## config.mk

```make
export PLATFORM = sky130hd
export DESIGN_NAME = float_adder_seq
export DESIGN_NICKNAME = d
export VERILOG_FILES = /design/src/rtl/float_adder_seq.sv
export SDC_FILE = /design/constraint.sdc
export NUM_CORES = 1
export LEC_CHECK = 0
export CAP_MARGIN = 40
export CORE_MARGIN = 2
export CORE_UTILIZATION = 30
export CTS_CLUSTER_SIZE = 14
export DETAILED_ROUTE_END_ITERATION = 7
export HOLD_SLACK_MARGIN = 0.1
export PLACE_DENSITY = 0.45
export REMOVE_ABC_BUFFERS = 1
export SLEW_MARGIN = 30
export SYNTH_ARGS = -nofsm -noshare
export SYNTH_HDL_FRONTEND = slang
export SYNTH_SLANG_ARGS = --single-unit
```

## constraint.sdc

```tcl
create_clock -name clk -period 6.4 [get_ports clk]
set_input_delay 1.28 -clock clk [delete_from_list [all_inputs] [get_ports clk]]
set_output_delay 1.28 -clock clk [all_outputs]
set_load 0.02 [all_outputs]
```

## src/rtl/float_adder_seq.sv

```systemverilog
// Multi-cycle floating-point adder with round-to-nearest-even and IEEE-style status flags.
// Alignment and normalisation step one bit per cycle; operands and results use valid/ready.
module float_adder_seq #(
    parameter int EXP_W = 8,
    parameter int FRAC_W = 23,
    localparam int W = 1 + EXP_W + FRAC_W
) (
    input  logic         clk,
    input  logic         rst,
    input  logic         in_valid,
    output logic         in_ready,
    input  logic [W-1:0] x,
    input  logic [W-1:0] y,
    output logic         out_valid,
    input  logic         out_ready,
    output logic [W-1:0] out,
    output logic         overflow,
    output logic         underflow,
    output logic         inexact,
    output logic         invalid
);
    // Mantissa layout: {hidden, frac, G, R, S}; sum adds a carry bit on top.
    localparam int M = FRAC_W + 4;
    localparam logic [EXP_W-1:0] EXP_ONES = {EXP_W{1'b1}};
    localparam logic [EXP_W:0]   E_ONE    = {{EXP_W{1'b0}}, 1'b1};
    localparam logic [EXP_W:0]   MAX_DIF  = (EXP_W+1)'(FRAC_W + 3);
    localparam logic [W-1:0]     QNAN     = {1'b0, EXP_ONES, 1'b1, {(FRAC_W-1){1'b0}}};

    typedef enum logic [2:0] {IDLE, ALIGN, ADD, NORM, ROUND, DONE} state_t;

    state_t          state_reg, state_next;
    logic [M-1:0]    big_reg, big_next, smal_reg, smal_next;
    logic [M:0]      sum_reg, sum_next;
    logic [EXP_W:0]  exp_reg, exp_next, dif_reg, dif_next;
    logic            sign_reg, sign_next, sub_reg, sub_next;
    logic [W-1:0]    out_reg, out_next;
    logic            ovf_reg, ovf_next, unf_reg, unf_next;
    logic            inx_reg, inx_next, inv_reg, inv_next;

    logic              x_sign, y_sign, b_sign, s_sign, x_big, x_nan, y_nan;
    logic [EXP_W-1:0]  x_exp, y_exp, b_exp, s_exp;
    logic [FRAC_W-1:0] x_frac, y_frac, b_frac, s_frac;
    logic [EXP_W:0]    dif_full, exp_fin;
    logic [M:0]        sum_v;
    logic [FRAC_W:0]   frac_rnd;
    logic              round_inc;

    assign {x_sign, x_exp, x_frac} = x;
    assign {y_sign, y_exp, y_frac} = y;
    assign x_nan = (x_exp == EXP_ONES) && (x_frac != '0);
    assign y_nan = (y_exp == EXP_ONES) && (y_frac != '0);
    // On a full tie x is treated as the larger operand.
    assign x_big = (x_exp > y_exp) || ((x_exp == y_exp) && (x_frac >= y_frac));
    assign {b_sign, b_exp, b_frac} = x_big ? x : y;
    assign {s_sign, s_exp, s_frac} = x_big ? y : x;
    assign dif_full = {1'b0, b_exp} - {1'b0, s_exp};

    assign sum_v     = sub_reg ? ({1'b0, big_reg} - {1'b0, smal_reg})
                               : ({1'b0, big_reg} + {1'b0, smal_reg});
    assign round_inc = sum_reg[2] & (sum_reg[1] | sum_reg[0] | sum_reg[3]);
    assign frac_rnd  = {1'b0, sum_reg[M-2:3]} + {{FRAC_W{1'b0}}, round_inc};
    assign exp_fin   = exp_reg + {{EXP_W{1'b0}}, frac_rnd[FRAC_W]};

    always_comb begin
        state_next = state_reg;
        big_next   = big_reg;
        smal_next  = smal_reg;
        sum_next   = sum_reg;
        exp_next   = exp_reg;
        dif_next   = dif_reg;
        sign_next  = sign_reg;
        sub_next   = sub_reg;
        out_next   = out_reg;
        ovf_next   = ovf_reg;
        unf_next   = unf_reg;
        inx_next   = inx_reg;
        inv_next   = inv_reg;
        case (state_reg)
            IDLE: if (in_valid) begin
                ovf_next = 1'b0;
                unf_next = 1'b0;
                inx_next = 1'b0;
                inv_next = 1'b0;
                if (x_exp == EXP_ONES || y_exp == EXP_ONES) begin
                    state_next = DONE;
                    if (x_nan || y_nan || (x_exp == EXP_ONES && y_exp == EXP_ONES && x_sign != y_sign)) begin
                        out_next = QNAN;
                        inv_next = 1'b1;
                    end else if (x_exp == EXP_ONES) begin
                        out_next = {x_sign, EXP_ONES, {FRAC_W{1'b0}}};
                    end else begin
                        out_next = {y_sign, EXP_ONES, {FRAC_W{1'b0}}};
                    end
                end else if (s_exp == '0) begin
                    state_next = DONE;
                    if (b_exp == '0) out_next = {x_sign & y_sign, {(W-1){1'b0}}};
                    else             out_next = {b_sign, b_exp, b_frac};
                end else begin
                    state_next = ALIGN;
                    big_next   = {1'b1, b_frac, 3'b000};
                    sign_next  = b_sign;
                    sub_next   = b_sign ^ s_sign;
                    exp_next   = {1'b0, b_exp};
                    // Beyond the guard bits the smaller operand only contributes stickiness.
                    if (dif_full > MAX_DIF) begin
                        smal_next = {{(M-1){1'b0}}, 1'b1};
                        dif_next  = '0;
                    end else begin
                        smal_next = {1'b1, s_frac, 3'b000};
                        dif_next  = dif_full;
                    end
                end
            end
            ALIGN: begin
                if (dif_reg != '0) begin
                    smal_next = {1'b0, smal_reg[M-1:2], smal_reg[1] | smal_reg[0]};
                    dif_next  = dif_reg - E_ONE;
                end else begin
                    state_next = ADD;
                end
            end
            ADD: begin
                if (sum_v == '0) begin
                    out_next   = '0;
                    state_next = DONE;
                end else begin
                    sum_next   = sum_v;
                    state_next = NORM;
                end
            end
            NORM: begin
                // After a carry shift the hidden bit is always set, so go straight to rounding.
                if (sum_reg[M]) begin
                    sum_next   = {1'b0, sum_reg[M:2], sum_reg[1] | sum_reg[0]};
                    exp_next   = exp_reg + E_ONE;
                    state_next = ROUND;
                end else if (!sum_reg[M-1]) begin
                    if (exp_reg > E_ONE) begin
                        sum_next = sum_reg << 1;
                        exp_next = exp_reg - E_ONE;
                    end else begin
                        out_next   = {sign_reg, {(W-1){1'b0}}};
                        unf_next   = 1'b1;
                        inx_next   = 1'b1;
                        state_next = DONE;
                    end
                end else begin
                    state_next = ROUND;
                end
            end
            ROUND: begin
                state_next = DONE;
                inx_next   = sum_reg[2] | sum_reg[1] | sum_reg[0];
                if (exp_fin >= {1'b0, EXP_ONES}) begin
                    out_next = {sign_reg, EXP_ONES, {FRAC_W{1'b0}}};
                    ovf_next = 1'b1;
                    inx_next = 1'b1;
                end else begin
                    out_next = {sign_reg, exp_fin[EXP_W-1:0], frac_rnd[FRAC_W-1:0]};
                end
            end
            DONE: if (out_ready) state_next = IDLE;
            default: state_next = IDLE;
        endcase
    end

    always_ff @(posedge clk or posedge rst) begin
        if (rst) begin
            state_reg <= IDLE;
            big_reg   <= '0;
            smal_reg  <= '0;
            sum_reg   <= '0;
            exp_reg   <= '0;
            dif_reg   <= '0;
            sign_reg  <= 1'b0;
            sub_reg   <= 1'b0;
            out_reg   <= '0;
            ovf_reg   <= 1'b0;
            unf_reg   <= 1'b0;
            inx_reg   <= 1'b0;
            inv_reg   <= 1'b0;
        end else begin
            state_reg <= state_next;
            big_reg   <= big_next;
            smal_reg  <= smal_next;
            sum_reg   <= sum_next;
            exp_reg   <= exp_next;
            dif_reg   <= dif_next;
            sign_reg  <= sign_next;
            sub_reg   <= sub_next;
            out_reg   <= out_next;
            ovf_reg   <= ovf_next;
            unf_reg   <= unf_next;
            inx_reg   <= inx_next;
            inv_reg   <= inv_next;
        end
    end

    assign in_ready  = (state_reg == IDLE) && !rst;
    assign out_valid = (state_reg == DONE);
    assign out       = out_reg;
    assign overflow  = ovf_reg;
    assign underflow = unf_reg;
    assign inexact   = inx_reg;
    assign invalid   = inv_reg;
endmodule

```

# ---- Word-level counts from Yosys, hierarchy flattened
# Index checks and enable logic that the tools add are counted.
dict set report classes {
  n_addsub 8
  order_cmp 5
  n_eq_ne 25
  mux 60
  bitwise_logic 10
  reduce_logical 35
}
# operator n
set ops {}
lappend ops {{32-bit two-way mux} 12}
lappend ops {{27-bit two-way mux} 8}
lappend ops {{32-bit case mux with 4 select lines} 1}
lappend ops {{9-bit two-way mux} 11}
lappend ops {{28-bit two-way mux} 2}
lappend ops {{28-bit case mux with 2 select lines} 1}
lappend ops {{27-bit case mux with 2 select lines} 1}
lappend ops {{23-bit nonzero test} 2}
lappend ops {{9-bit case mux with 2 select lines} 2}
lappend ops {{31-bit two-way mux} 1}
lappend ops {{27-bit by 27-bit adder with 28-bit output} 1}
lappend ops {{28-bit zero test} 1}
lappend ops {{27-bit by 27-bit subtractor with 28-bit output} 1}
lappend ops {{3-bit two-way mux} 9}
lappend ops {{23-bit by 1-bit adder with 24-bit output} 1}
lappend ops {{23-bit >= comparator} 1}
lappend ops {{2-bit != test, second input constant} 11}
lappend ops {{3-bit case mux with 6 select lines} 1}
lappend ops {{9-bit by 1-bit subtractor with 9-bit output, second input constant} 2}
lappend ops {{8-bit equality test, second input constant} 2}
lappend ops {{8-bit zero test} 2}
lappend ops {{5-bit AND reduction} 3}
lappend ops {{4-bit AND reduction} 3}
lappend ops {{9-bit by 1-bit adder with 9-bit output} 1}
lappend ops {{33 further kinds} 63}
dict set report word_totals {
  reg_bits 138
  in_bits 68
  output_inout_bits 38
  wordCells 157
}

# ---- Logic depth before layout (Yosys ltp)
# Gate-level depths: netlist of run 1.
dict set report logic_depth {
  word_depth 11
  ltp_mapped 25
  mapped_depth_nobuf 19
}

# ---- Least setup slack after synthesis of run 1
# Ideal clock, no wire load.
dict set report synth_timing {
  path_kind {input -> register}
  start {input port y[29]}
  end {register smal_reg[11]}
  setup_time_ps 83
  arrival_ps 6547
  required_time_ps 6317
  slack_ps -230
  path_stages 25
  n_path_buf 7
  path_cell_list {inv_1 -> ha_1 -> clkbuf_1 -> nand4_1 -> nor4b_1 -> nand3_1 -> o21ai_2 -> clkbuf_1 -> clkbuf_1 -> buf_2 -> clkbuf_1 -> clkbuf_1 -> mux2i_1 -> ha_1 -> nand2_1 -> nand2_1 -> a21oi_1 -> nor2_1 -> mux2i_1 -> o211ai_1 -> xor2_1 -> nor4bb_1 -> nand2_1 -> clkbuf_1 -> o21ai_0}
}
dict set report synth_via {
  elab_chain_cells 11
  word_cells_on_any_way 19
  cone_classes {add/sub: 1; order compare: 2; eq/ne: 4; mux: 7; reduce/logical: 5}
}
# item line
set synth_rtl {}
lappend synth_rtl {{start, declared} 13} ;# input logic [W-1:0] y,
lappend synth_rtl {{parallel branches: the longest is 11 deep, another holds 8-bit by 8-bit subtractor with 9-bit output} -}
lappend synth_rtl {{end signal, assigned} 185} ;# smal_reg <= smal_next;
lappend synth_rtl {{end, declared} 32} ;# logic [M-1:0] big_reg, big_next, smal_reg, smal_next;
# Parallel ways; which one is timed is not known. The select of a mux whose other input is x is not followed.
# A chain may end at the register's enable or synchronous reset.

# ---- Worst setup path after layout of run 1
dict set report layout_timing {
  start {register big_reg[3]}
  end {register sum_reg[11]}
}
dict set report layout_via {
  elab_chain_cells 5
  word_cells_on_any_way 8
  cone_classes {add/sub: 2; eq/ne: 1; mux: 3; reduce/logical: 2}
}
# item line
set layout_rtl {}
lappend layout_rtl {{start, declared} 32}
lappend layout_rtl {{start signal, assigned} 184} ;# big_reg <= big_next;
lappend layout_rtl {{27-bit by 27-bit adder with 28-bit output / 27-bit by 27-bit subtractor with 28-bit output (equally long branches)} {59, 58}}
lappend layout_rtl {{28-bit two-way mux *} 58} ;# assign sum_v = sub_reg ? ({1'b0, big_reg} - {1'b0, smal_reg})
lappend layout_rtl {{28-bit zero test} 123} ;# if (sum_v == '0) begin
lappend layout_rtl {{2-bit != test (no source line)} -}
lappend layout_rtl {{4-bit AND reduction (no source line)} -}
lappend layout_rtl {{end signal, assigned} 186} ;# sum_reg <= sum_next;
lappend layout_rtl {{end, declared} 33} ;# logic [M:0] sum_reg, sum_next;
# Every way passes the cells marked *; elsewhere a longest branch is shown, timed or not. The select of a mux whose other input is x is not followed.

==> impl_metrics.yaml, run 1 <==
status:
  status: "finished, final reports clean"
global_routing:
  grt-ovfl-total: 0
  grt_max_degree: 71
  grt.total_usage: 0.213
  grt_pass1_wl_um: 71600
  grt_pass1_vias: 11900
  antenna_found_initial: 1
pwr:
  cellLeakagePower_nw: 6.17
  total_power_mw: 6.98
  max-vdd-ir-drop_mv: 0.199
  power.density_mw_per_mm2: 466
clock_tree:
  clock_path_buffers: 2
  clk_latency_ps: 450
  cts_setup_buffers: 0
  clock-root-buffer: "clkbuf_16"
  numCtsBuffers: 17
  cts.clk_slew.worst_paths_ps: 60
  cts.sinks: 138
  ctsHoldBuffers: 0
  ctsResizeCount: 0
  cts_tree: "yes"
  h-tree-depth: 4
final_layout:
  drive_above_1_share: 0.104
  syn2layout_area_growth_pct: 19.3
  fin_util: 0.365
  n_antenna_cell: 0
  largest_register_ff_count: 32
  stdcell_count: 2171
  fin_area_mm2: 0.0150
  nets: 1785
critical_path:
  critPathArrivalTime_ps: 5830
  cp_slowest_cell: "or4b_1"
  path_delay_family: "simple AND/OR/NAND/NOR gates"
  r2r.worst_path.cells: 15
  end_kind: "flop"
  cp.required_ps: 6730
  regToRegEndpoint: "sum_reg[11]$_DFFE_PP0P_"
  critPathKind: "reg -> reg"
  cp_cell_sequence: "ha_1, inv_1, fa_1, nor2_1, o311ai_1, a211o_1, a21o_1, and4_1, a211oi_1, nand4_1, or4_1, or4b_1, o21a_1, buf_4, mux2_1"
  regToRegSetupSlack_ps: 900
  cp_max_fo: 15
  crit_buf_inv: 2
  slowest_delay_ps: 680
  r2r-start: "big_reg[3]$_DFFE_PP0P_"
  start_kind: "flop"
synth:
  synth-seq-area-share: 0.275
  synthTopCellsByCount: "a21oi_1, nor2_1, dfrtp_1"
  synth-edff-count: 0
  yosysMostFrequentCell: "a21oi_1"
  synth_top_family_by_area: "compound AO/OA/AOI/OAI gates"
  synth_xor_area_frac: 0.0412
  synth-async-reset-ratio: 1.00
  netlist_top_cells_area: "dfrtp_1, ha_1, a21oi_1"
  synth.distinct_cells: 85
  synthCells: 1558
  synth_top_area_cell: "dfrtp_1"
  synthFlopType: "dfrtp_1"
  synthAdderAreaFrac: 0.0913
  yosys_register_bits: 138
  netlist_area_mm2: 0.0125
  netlist.area_leader.share: 0.275
  synth-simple-area-share: 0.198
  synthMuxAreaShare: 0.105
  synth_compound_area_frac: 0.226
  yosys_warnings: 0
  syn_avg_cell_area_um2: 8.05
floorplan:
  start_util: 0.306
  die_x_um: 209
  pin_count: 106
  dieArea_mm2: 0.0435
  rows: 74
  die_height_um: 209
  core_area_mm2: 0.0410
timing:
  slew_viol_final: 0
  hold_viol: 0
  tightest_slew_ps: 793
  hold_ws_ps: 506
  period_share: 0.859
  maxSlewHeadroom: 0.467
  skew_ps: 11.3
  setup_viol_count_final: 0
  rsz0062_at_grt: "false"
  max_freq_ghz: 0.182
  period_needed_ps: 5500
min_path:
  min_from: "out[10]$_DFFE_PP0P_"
  hold_path.class: "reg -> reg"
  whs_endpoint: "out[10]$_DFFE_PP0P_"
  min_path_cells: 1
place:
  placed_cells_incl_taps: 2137
  hpwl_um: 35100
  place_area_mm2: 0.0143
  gp_congestion: 0.883
  numPortBuffers: 105
run:
  maxCapViolCount: 0
drt:
  ant_nets: 0
  viasPerCell: 5.52
  vias: 12000
  first_pass_iters: 5
  drt_iter0_drc: 766
  wire_per_inst_um: 21.2
  drcViolationCount: 0
  drt-total-wl_um: 46100
-- per-layer routing --
| layer | vias to the layer above | wire length, um | track usage | part of all wire |
|---|---|---|---|---|
| li1 | 5797 | - | - | - |
| met3 | 48 | 1860 | 0.0326 | 0.040 |
| met2 | 294 | 21500 | 0.350 | 0.47 |
| met5 | - | 13 | 0 | 0.00028 |
| met4 | 2 | 784 | 0.0514 | 0.017 |
| met1 | 5849 | 21900 | 0.294 | 0.48 |
-- layout by cell type (no fill, tap or decap), types with 11 or more instances in the layout --
cell type        count
a21oi_1            156
nor2_1             153
dfrtp_1            138
nand2_1            113
clkdlybuf4s50_1    105
o21ai_0            100
inv_1               97
ha_1                90
nor3_1              58
mux2_4              45
mux2i_1             40
o22ai_1             36
buf_4               34
nand3_1             33
xnor2_1             32
nand4_1             30
xor2_1              27
nor2b_1             22
a32oi_1             21
nor4_1              19
a31oi_1             19
a211oi_1            17
mux2_2              17
clkbuf_16           17
or3_1               13
o211ai_1            13
and3_1              12
nand2b_1            12
a21o_1              11
-- kinds of logic after synthesis --
group                      count (synthesis)
DFF                                      138
adders and majority gates                 91
xor gates and xnor gates                  59
muxes                                    106
buffers and inverters                    199
and+or+nand+nor                          512
AOI/OAI and AO/OA                        453
-- cell type report --
type	instances	area, um2
fill	4304	26000
multi-input combinational	1221	8330
sequential	138	3450
timing repair buffer	149	1510
tap	532	666
clock buffer	22	474
inverter	99	377
clock inverter	10	165
-- worst reg2reg max path, cell delays in order (launching register included) --
cell	delay [ps]
dfrtp_1	370
ha_1	180
inv_1	50
fa_1	410
nor2_1	180
o311ai_1	210
a211o_1	320
a21o_1	180
and4_1	200
a211oi_1	480
nand4_1	380
or4_1	570
or4b_1	680
o21a_1	460
buf_4	350
mux2_1	350
-- worst max path at each step --
stage	start	to	slack, ps	depth (start not counted)
2_1_floorplan	y[5]	dif_reg[4]$_DFFE_PP0P_	-4600	13
6_report	big_reg[3]$_DFFE_PP0P_	sum_reg[11]$_DFFE_PP0P_	900	15
5_1_grt	y[18]	smal_reg[11]$_DFFE_PP0P_	500	22
3_5_place_dp	y[18]	smal_reg[8]$_DFFE_PP0P_	610	22
4_1_cts	big_reg[3]$_DFFE_PP0P_	sum_reg[11]$_DFFE_PP0P_	880	15
3_3_place_gp	y[18]	smal_reg[20]$_DFFE_PP0P_	640	22
-- stage by stage --
stage	setup WS (ps)	setup TNS (ps)
2_1_floorplan	-4600	-219570
3_3_place_gp	636	0
3_5_place_dp	609	0
4_1_cts	883	0
5_1_grt	502	0
6_report	902	0
-- report_power, final --
group,switching [mW],internal [mW],total (mW)
registers,0.439,1.22,1.66
clock network,0.431,0.684,1.11
logic,2.45,1.75,4.20
Note: power is estimated with default switching activity, not from simulation.
==> run 2, diff against run 1 <==
--- a/config.mk
+++ b/config.mk
@@ -5,7 +5,7 @@
 export SDC_FILE = /design/constraint.sdc
 export NUM_CORES = 1
 export LEC_CHECK = 0
-export CAP_MARGIN = 40
+export CAP_MARGIN = 30
 export CORE_MARGIN = 2
 export CORE_UTILIZATION = 30
 export CTS_CLUSTER_SIZE = 14
==> impl_metrics.yaml, run 2 (synthesis results as in run 1) <==
status:
  status: "finished, final reports clean"
clock_tree:
  clock-root-buffer: "clkbuf_16"
  clock_path_buffers: 2
  h-tree-depth: 4
  cts.sinks: 138
  cts_tree: "yes"
  cts_setup_buffers: 0
  cts.clk_slew.worst_paths_ps: 70
  clk_latency_ps: 460
  numCtsBuffers: 17
  ctsResizeCount: 0
  ctsHoldBuffers: 0
min_path:
  min_path_cells: 1
  hold_path.class: "reg -> reg"
  whs_endpoint: "out[3]$_DFFE_PP0P_"
  min_from: "out[3]$_DFFE_PP0P_"
global_routing:
  gr-usage-met3: 0.0291
  grt_pass1_wl_um: 70800
  grt-ovfl-total: 0
  grt_pass1_vias: 11800
  grt_util_met2: 0.340
  grt_use_met1: 0.293
  grt.total_usage: 0.212
  antenna_found_initial: 1
  grt-busiest-layer: "met2"
  grt_max_degree: 91
floorplan:
  die_x_um: 209
  start_util: 0.306
  rows: 74
  dieArea_mm2: 0.0435
  pin_count: 106
  die_height_um: 209
  core_area_mm2: 0.0410
critical_path:
  end_kind: "flop"
  regToRegSetupSlack_ps: 890
  critPathKind: "reg -> reg"
  critPathArrivalTime_ps: 5860
  cp_max_fo: 15
  start_kind: "flop"
  cp.required_ps: 6740
  regToRegEndpoint: "sum_reg[13]$_DFFE_PP0P_"
  r2r-start: "big_reg[3]$_DFFE_PP0P_"
  r2r.worst_path.cells: 15
final_layout:
  n_antenna_cell: 0
  drive_above_1_share: 0.103
  final_cell_mix: "a21oi_1, nor2_1, dfrtp_1, nand2_1, clkdlybuf4s50_1"
  layout_commonest_cell: "a21oi_1"
  nets: 1781
  largest_register_ff_count: 32
  syn2layout_area_growth_pct: 19.0
pwr:
  switching_share: 0.477
  p_int_mw: 3.66
  power.density_mw_per_mm2: 469
  clockPowerShare: 0.165
  total_power_mw: 7.00
  p_comb_frac: 0.597
  max-vdd-ir-drop_mv: 0.207
  cellLeakagePower_nw: 6.14
  p_sw_mw: 3.34
  seqPwrFrac: 0.238
drt:
  ant_nets: 0
  drt_iter0_drc: 908
  first_pass_iters: 7
  drcViolationCount: 0
  wire_per_inst_um: 21.2
  vias: 12000
  drt-total-wl_um: 46000
  viasPerCell: 5.52
timing:
  period_needed_ps: 5510
  period_share: 0.861
  hold_viol: 0
  rsz0062_at_grt: "false"
  slew_viol_final: 0
  tightest_slew_ps: 863
  setup_viol_count_final: 0
  maxSlewHeadroom: 0.425
  max_freq_ghz: 0.181
  hold_ws_ps: 509
  tns_ps: 0
  skew_ps: 13.8
  fin_ws_ps: 888
place:
  numPortBuffers: 105
  gp_congestion: 0.883
  hpwl_um: 34900
  dp_slack_ps: 606
run:
  maxCapViolCount: 0
## run 2: cell types whose count changed in the layout (fill, tap and decap cells not counted)
cell / before / now
clkbuf_8: 3 / 1
bufinv_16: 4 / 5
clkinvlp_4: 3 / 4
nor4_2: 2 / 1
buf_4: 34 / 33
buf_2: 1 / 0
clkbuf_1: 2 / 0
inv_8: 0 / 1
buf_16: 2 / 0
nor4_4: 0 / 1
clkinv_4: 2 / 3
## run 2: worst max-delay path by stage
| stage | from | to | slack, ps | depth (start not counted) |
|---|---|---|---|---|
| after global routing | y[18] | smal_reg[11]$_DFFE_PP0P_ | 570 | 22 |
| after CTS | big_reg[3]$_DFFE_PP0P_ | sum_reg[11]$_DFFE_PP0P_ | 900 | 15 |
| after detailed placement | y[18] | smal_reg[8]$_DFFE_PP0P_ | 610 | 22 |
| final | big_reg[3]$_DFFE_PP0P_ | sum_reg[13]$_DFFE_PP0P_ | 890 | 15 |
| after floorplan | y[5] | dif_reg[4]$_DFFE_PP0P_ | -4600 | 13 |
| after global placement | y[18] | smal_reg[20]$_DFFE_PP0P_ | 640 | 22 |
## run 2: per-stage QoR
| step | cell area, um2 | instances | util |
|---|---|---|---|
| floorplan | 12100 | 1458 | - |
| global placement | 14300 | 2135 | 0.347 |
| detailed placement | 14300 | 2135 | 0.348 |
| CTS | 14900 | 2167 | 0.364 |
| global route | 14900 | 2167 | 0.364 |
| finish | 14900 | 2167 | 0.364 |
## run 2: worst max-delay path, cell delays in order, from the launching register on
cell and delay [ps]:
dfrtp_1 370, ha_1 170, inv_1 50, fa_1 420, nor2_1 160, o311ai_1 210
a211o_1 340, a21o_1 180, and4_1 200, a211oi_1 510, nand4_1 360, or4_1 570
or4b_1 690, o21a_1 460, buf_4 340, mux2_1 340
## run 2: layout make-up
class / count / area, um2
inverter: 99 / 379
clock inverter: 14 / 220
fill: 4305 / 26100
timing repair buffer: 145 / 1440
multi-input combinational: 1221 / 8340
clock buffer: 18 / 439
tap: 532 / 666
sequential: 138 / 3450
## run 2: routing by layer
| layer | up-vias | share of wire |
|---|---|---|
| met1 | 5803 | 0.47 |
| li1 | 5780 | - |
| met4 | 2 | 0.025 |
| met2 | 320 | 0.46 |
| met5 | - | 0.00037 |
| met3 | 56 | 0.045 |
## run 2: power groups by stage
stage / clock network, mW / logic (mW) / registers, mW
4_1_cts: 1.18 / 4.17 / 1.66
3_5_place_dp: 0 / 4.15 / 1.67
2_1_floorplan: 0 / 2.61 / 1.70
6_report: 1.15 / 4.18 / 1.66
3_3_place_gp: 0 / 4.16 / 1.67
5_1_grt: 1.21 / 4.57 / 1.73
